==> config.mk <==
export PLATFORM = sky130hd
export DESIGN_NAME = wb_loopback_responder
export DESIGN_NICKNAME = d
export VERILOG_FILES = /design/src/rtl/wb_loopback_responder.sv
export SDC_FILE = /design/constraint.sdc
export NUM_CORES = 1
export LEC_CHECK = 0
export ABC_AREA = 1
export CAP_MARGIN = 40
export CORE_MARGIN = 2
export CORE_UTILIZATION = 40
export CTS_CLUSTER_SIZE = 25
export DETAILED_ROUTE_END_ITERATION = 6
export SYNTH_ARGS = -nofsm -noshare
export SYNTH_HDL_FRONTEND = slang
export SYNTH_SLANG_ARGS = --single-unit
export TNS_END_PERCENT = 30
==> constraint.sdc <==
create_clock -name clk_i -period 3.35 [get_ports clk_i]
set_clock_uncertainty 0.05 [all_clocks]
set_input_delay 0.67 -clock clk_i [delete_from_list [all_inputs] [get_ports clk_i]]
set_output_delay 0.67 -clock clk_i [all_outputs]
set_load 0.02 [all_outputs]
==> src/rtl/wb_loopback_responder.sv <==
// wb_loopback_responder: Wishbone classic-cycle responder with a byte-wide loopback FIFO register map
//
// Ports:
//   clk_i, rst_n_i          clock (rising edge) and asynchronous active-low reset
//   cyc_i, stb_i, we_i      Wishbone cycle, strobe and write enable
//   adr_i [ADDR_WIDTH]      register address (0 CTRL, 1 DATA, 2 STAT, 3 IRQ)
//   dat_i [DATA_WIDTH]      write data
//   dat_o [DATA_WIDTH]      read data, non-zero only alongside ack_o
//   ack_o                   one-cycle transfer acknowledge
//   err_o                   error termination, present only when WB_RESP_ERR_EN is defined
//   irq_o                   registered level interrupt
//
// Build option: define WB_RESP_ERR_EN to terminate overflowing writes and
// underflowing reads with err_o instead of ack_o.
module wb_loopback_responder #(
    parameter int DATA_WIDTH = 8,
    parameter int ADDR_WIDTH = 2,
    parameter int FIFO_DEPTH = 8
) (
    input  logic                  clk_i,
    input  logic                  rst_n_i,
    input  logic                  cyc_i,
    input  logic                  stb_i,
    input  logic                  we_i,
    input  logic [ADDR_WIDTH-1:0] adr_i,
    input  logic [DATA_WIDTH-1:0] dat_i,
    output logic [DATA_WIDTH-1:0] dat_o,
    output logic                  ack_o,
`ifdef WB_RESP_ERR_EN
    output logic                  err_o,
`endif
    output logic                  irq_o
);
    localparam int PW = $clog2(FIFO_DEPTH);
    localparam int CW = $clog2(FIFO_DEPTH) + 1;

    typedef enum logic [1:0] {S_IDLE, S_WAIT, S_ACK} state_t;

    state_t                state_q;
    logic [3:0]            cnt_q;
    logic [ADDR_WIDTH-1:0] adr_q;
    logic                  we_q;
    logic [DATA_WIDTH-1:0] wdat_q;
    logic [DATA_WIDTH-1:0] mem [FIFO_DEPTH];
    logic [PW-1:0]         wp_q, rp_q;
    logic [CW-1:0]         count_q;
    logic                  ovf_q, unf_q;
    logic                  en_q, ie_q;
    logic [3:0]            wait_q;
    logic                  ack_q, irq_q;
    logic [DATA_WIDTH-1:0] dat_q;
`ifdef WB_RESP_ERR_EN
    logic                  err_q;
`endif

    logic                  empty_d, full_d, acc_d, data_d;
    logic                  push_d, pop_d, ovf_set_d, unf_set_d;
    logic                  stat_wr_d, ctrl_wr_d, done_d;
    logic [DATA_WIDTH-1:0] stat_d, ctrl_d, rdata_d;

    always_comb begin
        empty_d   = count_q == '0;
        full_d    = count_q == CW'(FIFO_DEPTH);
        acc_d     = state_q == S_ACK;
        // DATA accesses only have an effect while EN is set
        data_d    = acc_d && adr_q == ADDR_WIDTH'(1) && en_q;
        push_d    = data_d && we_q && !full_d;
        pop_d     = data_d && !we_q && !empty_d;
        ovf_set_d = data_d && we_q && full_d;
        unf_set_d = data_d && !we_q && empty_d;
        stat_wr_d = acc_d && we_q && adr_q == ADDR_WIDTH'(2);
        ctrl_wr_d = acc_d && we_q && adr_q == ADDR_WIDTH'(0);
        stat_d    = DATA_WIDTH'({empty_d, full_d, ovf_q, unf_q, 4'(count_q)});
        ctrl_d    = DATA_WIDTH'({en_q, ie_q, 2'b00, wait_q});
        rdata_d   = adr_q == ADDR_WIDTH'(0) ? ctrl_d :
                    adr_q == ADDR_WIDTH'(1) ? (pop_d ? mem[rp_q] : '0) :
                    adr_q == ADDR_WIDTH'(2) ? stat_d :
                    adr_q == ADDR_WIDTH'(3) ? DATA_WIDTH'(irq_q) : '0;
        // a termination still on the bus keeps IDLE from restarting the same access
`ifdef WB_RESP_ERR_EN
        done_d    = ack_q || err_q;
`else
        done_d    = ack_q;
`endif
    end

    always_ff @(posedge clk_i) begin
        if (push_d) mem[wp_q] <= wdat_q;
    end

    always_ff @(posedge clk_i or negedge rst_n_i) begin
        if (!rst_n_i) begin
            state_q <= S_IDLE;
            cnt_q   <= '0;
            adr_q   <= '0;
            we_q    <= 1'b0;
            wdat_q  <= '0;
            wp_q    <= '0;
            rp_q    <= '0;
            count_q <= '0;
            ovf_q   <= 1'b0;
            unf_q   <= 1'b0;
            en_q    <= 1'b0;
            ie_q    <= 1'b0;
            wait_q  <= '0;
            ack_q   <= 1'b0;
            irq_q   <= 1'b0;
            dat_q   <= '0;
`ifdef WB_RESP_ERR_EN
            err_q   <= 1'b0;
`endif
        end else begin
            ack_q   <= 1'b0;
            dat_q   <= '0;
`ifdef WB_RESP_ERR_EN
            err_q   <= 1'b0;
`endif
            irq_q   <= ie_q && en_q && (!empty_d || ovf_q || unf_q);
            wp_q    <= wp_q + PW'(push_d);
            rp_q    <= rp_q + PW'(pop_d);
            count_q <= count_q + CW'(push_d) - CW'(pop_d);
            // a new set outranks a simultaneous write-1-to-clear
            ovf_q   <= ovf_set_d || (ovf_q && !(stat_wr_d && wdat_q[5]));
            unf_q   <= unf_set_d || (unf_q && !(stat_wr_d && wdat_q[4]));
            if (ctrl_wr_d) begin
                en_q   <= wdat_q[7];
                ie_q   <= wdat_q[6];
                wait_q <= wdat_q[3:0];
            end
            case (state_q)
                S_IDLE: begin
                    if (cyc_i && stb_i && !done_d) begin
                        adr_q   <= adr_i;
                        we_q    <= we_i;
                        wdat_q  <= dat_i;
                        cnt_q   <= wait_q;
                        state_q <= wait_q == 4'd0 ? S_ACK : S_WAIT;
                    end
                end
                S_WAIT: begin
                    cnt_q   <= cnt_q - 4'd1;
                    state_q <= !(cyc_i && stb_i) ? S_IDLE : cnt_q == 4'd1 ? S_ACK : S_WAIT;
                end
                S_ACK: begin
                    state_q <= S_IDLE;
                    dat_q   <= we_q ? '0 : rdata_d;
`ifdef WB_RESP_ERR_EN
                    err_q   <= ovf_set_d || unf_set_d;
                    ack_q   <= !(ovf_set_d || unf_set_d);
`else
                    ack_q   <= 1'b1;
`endif
                end
                default: state_q <= S_IDLE;
            endcase
        end
    end

    assign dat_o = dat_q;
    assign ack_o = ack_q;
    assign irq_o = irq_q;
`ifdef WB_RESP_ERR_EN
    assign err_o = err_q;
`endif

endmodule

; Word-level counts from Yosys, hierarchy flattened
; Memory sizes are Yosys's and may differ from the RTL's.
; Cells that the tools add are included.
[totals]
regBits = 45
latch_bits = 0
mem_bits_rw = 64
romBits = 0
input_bits = 15
wordCells = 83
memories = 1
[op_classes]
addsub = 5
mul = 0
div = 0
magnitude_cmp = 0
n_eq_ne = 8
n_shift = 0
muxes = 17
bitwise = 0
n_reduce_logical = 36
[memory_table]
columns = name, words, width, read_ports, rd_ports_with_merged_regs, write_ports, line_no
row1 = mem, 8, 8, 1, 0, 1, 44  ; logic [DATA_WIDTH-1:0] mem [FIFO_DEPTH];
[op_table]
columns = operator, n
row1 = two-way mux 8 bit, 6
row2 = logical AND 1 bit, 19
row3 = logical NOT 4 bit, 2
row4 = two-way mux 2 bit, 4
row5 = one-hot mux 4 bit (2 select lines), 1
row6 = adder 3 x 1 -> 3 bit, 2
row7 = "equality test 2 bit, second input constant", 3
row8 = logical NOT 1 bit, 6
row9 = adder 4 x 1 -> 4 bit, 1
row10 = "equality test 2 x 1 -> 1 bit, second input constant", 2
row11 = "equality test 4 x 1 -> 1 bit, second input constant", 1
row12 = "equality test 4 bit, second input constant", 1
row13 = logical NOT 2 bit, 2
row14 = logical OR 1 bit, 4
row15 = two-way mux 1 bit, 4
row16 = two-way mux 4 bit, 1
row17 = one-hot mux 2 bit (2 select lines), 1
row18 = AND reduction 2 bit, 2
row19 = subtractor 4 x 1 -> 4 bit, 1
row20 = "subtractor 4 x 1 -> 4 bit, second input constant", 1
row21 = "inequality test 2 bit, second input constant", 1
row22 = nonzero test 2 bit, 1

; Longest topological paths before layout
; Gate-level depths: netlist of run 1.
[depth]
word_depth = 10
mapped_depth = 11
ltp_nobuf = 10

; Least setup slack after synthesis of run 1
; No wires, ideal clock.
[synth_path]
kind = register to register
from = register adr_q[1]
to = memory mem[0][0] (enable)
arrival_ps = 1637
required_ps = 2917
setup_slack_ps = 1279
stages_incl_launch_ff = 8
n_path_buf = 0
period_less_slack_ps = 2071
path_cell_list = dfrtp_1 inv_2 nand2_1 nor2_2 nand3_2 a31oi_4 nand2_1 nor3_1
[synth_between]
elab_chain_len = 7
[synth_lines]
columns = element, line_no
row1 = from (decl), 41  ; logic [ADDR_WIDTH-1:0] adr_q;
row2 = from (signal assigned), 133  ; adr_q <= adr_i;
row3 = equality test 2 x 1 -> 1 bit, 66  ; data_d = acc_d && adr_q == ADDR_WIDTH'(1) && en_q;
row4 = logical AND 1 bit (2 in series), 66
row5 = logical AND 1 bit (2 in series), 67  ; push_d = data_d && we_q && !full_d;
row6 = two-way mux 1 bit, 88  ; if (push_d) mem[wp_q] <= wdat_q;
row7 = two-way mux 1 bit (implied by the code), 88
row8 = to (decl), 44
; Every way passes these cells.

; Final worst setup path of run 1
[layout_path]
from = register state_q[0]
to = register count_q[2]
[layout_between]
elab_chain_len = 7
word_cells_on_any_way = 9
classes_between = 2 x add/sub / 1 x eq/ne / 6 x reduce/logical
[layout_lines]
columns = element, line_no
row1 = from (decl), 39  ; state_t state_q;
row2 = from (signal assigned), 137  ; state_q <= wait_q == 4'd0 ? S_ACK : S_WAIT;
row3 = from (signal assigned), 142  ; state_q <= !(cyc_i && stb_i) ? S_IDLE : cnt_q == 4'd1 ? S_ACK : S_WAIT;
row4 = equality test 2 bit (*), 64  ; acc_d = state_q == S_ACK;
row5 = logical AND 1 bit (*) (2 in series), 66
row6 = logical AND 1 bit (2 in series), 67
row7 = adder 4 x 1 -> 4 bit, 121  ; count_q <= count_q + CW'(push_d) - CW'(pop_d);
row8 = subtractor 4 x 1 -> 4 bit (*), 121
row9 = to (signal assigned), 121
row10 = to (decl), 46  ; logic [CW-1:0] count_q;
; Mark *: on every way between the ends. The rest lies on a longest branch, timed or not.
; A chain may end at the register's enable or synchronous reset.

==> results of run 1 <==
## flip-flops by register name, summed over array words and instances, names as in the netlist
register / cells
mem: 64
dat_o: 8
wdat_q: 8
cnt_q: 4
count_q: 4
wait_q: 4
rp_q: 3
wp_q: 3
adr_q: 2
state_q: 2
ack_o: 1
en_q: 1
ie_q: 1
irq_o: 1
ovf_q: 1
unf_q: 1
we_q: 1
## final cells by class
cell class,instances,area [sq um]
tap,143,179
timing repair buffer,37,345
multi-input combinational,260,1360
sequential,109,3050
clock buffer,11,233
inverter,39,146
clock inverter,5,36.3
fill,1043,6020
## where the power goes
group / total, W / switching [W] / internal [W]
logic: 0.000721 / 0.000444 / 0.000276
clock network: 0.000974 / 0.000468 / 0.000506
registers: 0.00196 / 0.000244 / 0.00171
total: 0.00365 / 0.00116 / 0.00250
## synthesized netlist by cell type, types with 2 or more instances
library cell / n / area share
nor2_2: 2 / 0.0027
inv_1: 35 / 0.028
a21oi_1: 21 / 0.023
a31oi_1: 3 / 0.0041
edfxtp_1: 64 / 0.42
nand3_1: 33 / 0.036
clkbuf_1: 3 / 0.0024
mux2_2: 3 / 0.0073
or2_2: 2 / 0.0027
xnor2_1: 2 / 0.0038
nand2_1: 64 / 0.052
xor2_1: 4 / 0.0076
o21ai_0: 41 / 0.044
o211ai_1: 6 / 0.0097
dfrtp_1: 45 / 0.24
ha_1: 10 / 0.027
nor2_1: 49 / 0.040
nand4_1: 2 / 0.0027
buf_2: 10 / 0.011
inv_2: 2 / 0.0016
nor3_1: 9 / 0.0097
clkinv_1: 2 / 0.0016
nor2_4: 2 / 0.0049
## cells in the final DEF (no fill, tap or decap), types with 3 or more instances in the layout
cell type / n
a21oi_1: 21
a31oi_1: 3
buf_4: 12
clkbuf_16: 9
clkdlybuf4s50_1: 23
clkinvlp_4: 3
dfrtp_1: 45
edfxtp_1: 64
ha_1: 10
inv_1: 35
mux2_2: 3
nand2_1: 64
nand3_1: 33
nor2_1: 49
nor3_1: 9
o211ai_1: 6
o21ai_0: 41
xor2_1: 4
## metal layers
layer | wire length [microns] | vias up | GRT usage | share of wire
met5 | 0 | - | 0 | 0
met4 | 138 | 0 | 0.0494 | 0.014
met3 | 404 | 11 | 0.0425 | 0.042
met2 | 4600 | 47 | 0.265 | 0.47
met1 | 4560 | 1438 | 0.227 | 0.47
li1 | - | 1512 | - | -
## cells by family (layout without fill, tap and decap cells)
| kind of cell | Yosys count | in the layout | share of synthesized area |
|---|---|---|---|
| adder cells (fa/ha/maj) | 11 | 11 | 0.0314 |
| buffers and inverters | 53 | 92 | 0.0473 |
| AO/OA/AOI/OAI | 74 | 74 | 0.0892 |
| flip-flops | 109 | 109 | 0.659 |
| multiplexers | 3 | 3 | 0.00730 |
| AND/OR/NAND/NOR | 166 | 166 | 0.155 |
| XOR/XNOR | 6 | 6 | 0.0114 |
## metrics by stage
| stage | area (sq um) | power (W) | worst slack, ps | cells | hold slack [ps] |
|---|---|---|---|---|---|
| after floorplan | 4630 | 0.00244 | 1280 | 422 | 324 |
| after global placement | 5060 | 0.00268 | 818 | 587 | 462 |
| after detailed placement | 5080 | 0.00271 | 754 | 588 | 469 |
| after CTS | 5350 | 0.00368 | 1110 | 604 | 136 |
| after global routing | 5350 | 0.00387 | 874 | 604 | 149 |
| final | 5350 | 0.00365 | 1130 | 604 | 141 |
## how the worst max path moves through the flow
stage	from	endpoint	slack (ps)
4_1_cts	stb_i	cnt_q[0]$_DFFE_PN0P_	1110
3_3_place_gp	cyc_i	cnt_q[0]$_DFFE_PN0P_	820
6_report	state_q[0]$_DFFE_PN0P_	count_q[2]$_DFF_PN0_	1130
3_5_place_dp	cyc_i	cnt_q[0]$_DFFE_PN0P_	750
5_1_grt	cyc_i	cnt_q[0]$_DFFE_PN0P_	870
2_1_floorplan	adr_q[1]$_DFFE_PN0P_	mem[0][0]$_DFFE_PP_	1280
## worst reg2reg max path, stage by stage (launching register included)
cell and delay [ps]:
dfrtp_1 380, inv_1 70, nand2_1 110, nor2_4 200
nand2_1 130, nor2_2 260, or2_2 180, ha_1 160
inv_1 60, fa_1 380, xnor2_1 130
==> out/qor.txt, run 1 <==
Crit path cell chain: inv_1 -> nand2_1 -> nor2_4 -> nand2_1 -> nor2_2 -> or2_2 -> ha_1 -> inv_1 -> fa_1 -> xnor2_1
Max-cap viol count: 0
Register area share after synthesis: 0.659
GRT Util Overall: 0.166
Layout cells sized above 1: 0.0889
Reg2reg end: count_q[2]$_DFF_PN0_
Drt drc: 0
Global route total overflow: 0
Slew Limit Fails: 0
Power density cells: 683 mW/mm^2
Fmax: 450 MHz
Synthesized cell area: 0.00463 sq mm
CTS tree: built
Endpoints failing setup: 0
RSZ-0062 raised after global routing: false
H-tree depth: 3
Max Fanout on Critical Path: 9
DIE WIDTH: 112 microns
Starting density of the core: 0.407
Synth Area per Inst: 11.0 sq um
Clock transition at the registers of the reported paths: 70 ps
Global-route wire length before repair: 16.0 mm
Top FF cell, synth: edfxtp_1
Fin. Hold Viols: 0
Clock Tree Root: clkbuf_16
Detail Route Antenna Nets: 0
Slew headroom: 0.445
Critical Path Max Stage Delay: 380 ps
Buf/Inv on CP: 2
Fin Setup TNS: 0 ps
Pleak: 2.14 nW
DRT iter0 DRCs: 172
CP max-delay cell: dfrtp_1
Tmin final: 2220 ps
Io pins: 25
Worst EP required: 3530 ps
Synth unique cells: 31
Synthesized Nets: 448
Critical Path End Type: register
Layout Nets: 482
Via density: 4.98
CTS max path bufs: 2
Async set-reset flop share out of synthesis: 0.413
Clk_lat worst skew: 340 ps
Area grow syn2layout: 15.6%
CP Launch Type: register
WL/cell: 16.1 microns
Family with the most delay on the worst path: simple AND/OR/NAND/NOR gates
Die area: 0.0124 sq mm
Status: completed
Core Region: 0.0114 sq mm
GPL Wtd Cong: 0.792
Util after Layout: 0.470
Worst Tran Pin Value: 830 ps
Post-CTS setup buffer count: 0
Worst Hold Class: input port to async pin
Arrival @ worst endpoint: 2400 ps
EDFF count, synth: 64
Largest net degree at the start of global routing: 37
PortBufs: 24
Mapped Cells: 422
Reg2reg path depth: 10
Via count: 3008
Worst R2R Setup Slack: 1130 ps
Worst IR Drop VDD: 0.000438 V
Seq cells post-synth: 109
CTS resizes: 0
Cts hold-fix bufs: 0
Post-Route WL: 9.70 mm
Yosys warns: 0
WS Path Type: register to register
R2r startpoint: state_q[0]$_DFFE_PN0P_
TritonCTS buffer count: 9
Number of diodes: 0
Die span in y: 112 microns
DR pass1 iterations: 4
Vias in the first global route: 3047
DP HPWL: 6.60 mm
Tcrit/Tclk final: 0.664
Clk sinks: 109
Crit. path cell count: 10
Initial antenna violation count: 0
Floorplan row count: 39
(Power assumes the default switching activity.)
==> run 2: changes to the inputs <==
==> constraint.sdc (replaced) <==
create_clock -name clk_i -period 2.15 [get_ports clk_i]
set_clock_uncertainty 0.05 [all_clocks]
set_input_delay 0.43 -clock clk_i [delete_from_list [all_inputs] [get_ports clk_i]]
set_output_delay 0.43 -clock clk_i [all_outputs]
set_load 0.02 [all_outputs]
==> run 2 against run 1 <==
Against the previous run: power increased by 63%; cell count grew 1.5%; setup slack got worse by 1000 ps; first-iteration DRC count grew 45%; register-to-register slack got worse by 1000 ps; clock power increased by 72%; critical path depth stayed put; core utilization grew 0.88 points; count of clock-buffer cells in the layout unchanged; highest routed layer unchanged; non-clock buffer count is 9 higher; via count grew 2.5%.
==> out/qor.txt, run 2 (synthesis gave the netlist of run 1 again) <==
Detail Route Antenna Nets: 0
Layout Nets: 491
Status: completed
Core Region: 0.0114 sq mm
CTS max path bufs: 2
Die span in y: 112 microns
Fmax: 493 MHz
Slew headroom: 0.622
RSZ-0062 raised after global routing: false
Worst IR Drop VDD: 0.000660 V
Setup ws final: 121 ps
CP Launch Type: register
H-tree depth: 3
Buf/Inv on CP: 2
PortBufs: 24
GPL Wtd Cong: 0.925
Family with the most delay on the worst path: adder cells
Worst Tran Pin Value: 567 ps
Largest Register: mem
Critical Path Max Stage Delay: 410 ps
Slew Limit Fails: 0
Layout fillers: 1039
Placed cell count: 597
GRT Util Overall: 0.169
Worst EP required: 2330 ps
Cts hold-fix bufs: 0
Area grow syn2layout: 17.7%
Initial antenna violation count: 0
Endpoints failing setup: 0
Util after Layout: 0.479
Max Fanout on Critical Path: 9
Power density cells: 1090 mW/mm^2
Vias in the first global route: 3060
Global route total overflow: 0
Fin. Hold Viols: 0
Via count: 3083
Crit path cell chain: inv_4 -> nand2_2 -> nor2_2 -> nand3_2 -> a31oi_4 -> or2_2 -> ha_1 -> inv_1 -> fa_1 -> xnor2_1
Largest net degree at the start of global routing: 46
DRT iter0 DRCs: 250
Via density: 5.03
Tmin final: 2030 ps
Max FFs per register: 64
Arrival @ worst endpoint: 2210 ps
Critical Path End Type: register
Max-cap viol count: 0
Number of diodes: 0
Global-route wire length before repair: 16.3 mm
Post-Route WL: 9.85 mm
Starting density of the core: 0.407
WS Path Type: register to register
CP max-delay cell: dfrtp_1
Floorplan row count: 39
Io pins: 25
Most frequent cells in the layout: edfxtp_1, nand2_1, nor2_1
Layout cells sized above 1: 0.121
Non-Filler Instances: 613
Pre-CTS WS: 111 ps
DR pass1 iterations: 5
Die area: 0.0124 sq mm
Overall power: 0.00595 W
Most common cell after layout, fill and taps aside: edfxtp_1
WL/cell: 16.1 microns
Clk sinks: 109
Clk_lat worst skew: 350 ps
Clock transition at the registers of the reported paths: 70 ps
Tcrit/Tclk final: 0.944
DIE WIDTH: 112 microns
DP HPWL: 6.81 mm
Drt drc: 0
Worst Hold Class: input port to async pin
Pleak: 2.21 nW
CTS tree: built
Fin Setup TNS: 0 ps
TritonCTS buffer count: 9
Clock Tree Root: clkbuf_16
-- run 2: worst paths after layout --
check / from / endpoint / slack [ps] / depth (start not counted)
max reg2reg: adr_q[1]$_DFFE_PN0P_ / count_q[2]$_DFF_PN0_ / 120 / 10
min: rst_n_i / wdat_q[4]$_DFFE_PN0P_ / 110 / 2
min in group clk_i: cnt_q[0]$_DFFE_PN0P_ / cnt_q[0]$_DFFE_PN0P_ / 480 / 1
max: adr_q[1]$_DFFE_PN0P_ / count_q[2]$_DFF_PN0_ / 120 / 10
min reg2reg: cnt_q[0]$_DFFE_PN0P_ / cnt_q[0]$_DFFE_PN0P_ / 480 / 1
max in group asynchronous: rst_n_i / wait_q[1]$_DFFE_PN0P_ / 1550 / 2
-- run 2: power breakdown --
group | switching (W) | leakage [nW] | total, W | internal (W)
registers | 0.000405 | 1.15 | 0.00308 | 0.00267
logic | 0.000730 | 0.904 | 0.00120 | 0.000466
clock network | 0.000730 | 0.153 | 0.00168 | 0.000951
-- run 2: repair_timing --
| action | 4_1_cts | 5_1_grt |
|---|---|---|
| setup endpoints to repair | 0 | 25 |
| resized for setup | 0 | 6 |
| setup buffers | 0 | 0 |
-- run 2: metrics by stage --
| step | area (sq um) | hold WS [ps] |
|---|---|---|
| 2_1_floorplan | 4630 | 84.4 |
| 3_3_place_gp | 5130 | 464 |
| 3_5_place_dp | 5130 | 472 |
| 4_1_cts | 5440 | 129 |
| 5_1_grt | 5450 | 164 |
| 6_report | 5450 | 108 |
-- run 2: area by class of cell --
cell class	instances	area, sq um	area share
Clock buffer	11	246	0.0452
Clock inverter	5	57.6	0.0106
Inverter	39	149	0.0273
Multi-Input combinational cell	260	1370	0.251
Sequential cell	109	3050	0.559
Tap cell	143	179	0.0328
Timing Repair Buffer	46	400	0.0735
-- run 2: routing by layer --
| metal | vias to the layer above | share of wire | track usage |
|---|---|---|---|
| li1 | 1524 | - | - |
| met1 | 1481 | 0.46 | 0.235 |
| met2 | 72 | 0.47 | 0.261 |
| met3 | 6 | 0.058 | 0.0495 |
| met4 | 0 | 0.011 | 0.0469 |
| met5 | - | 0 | 0 |
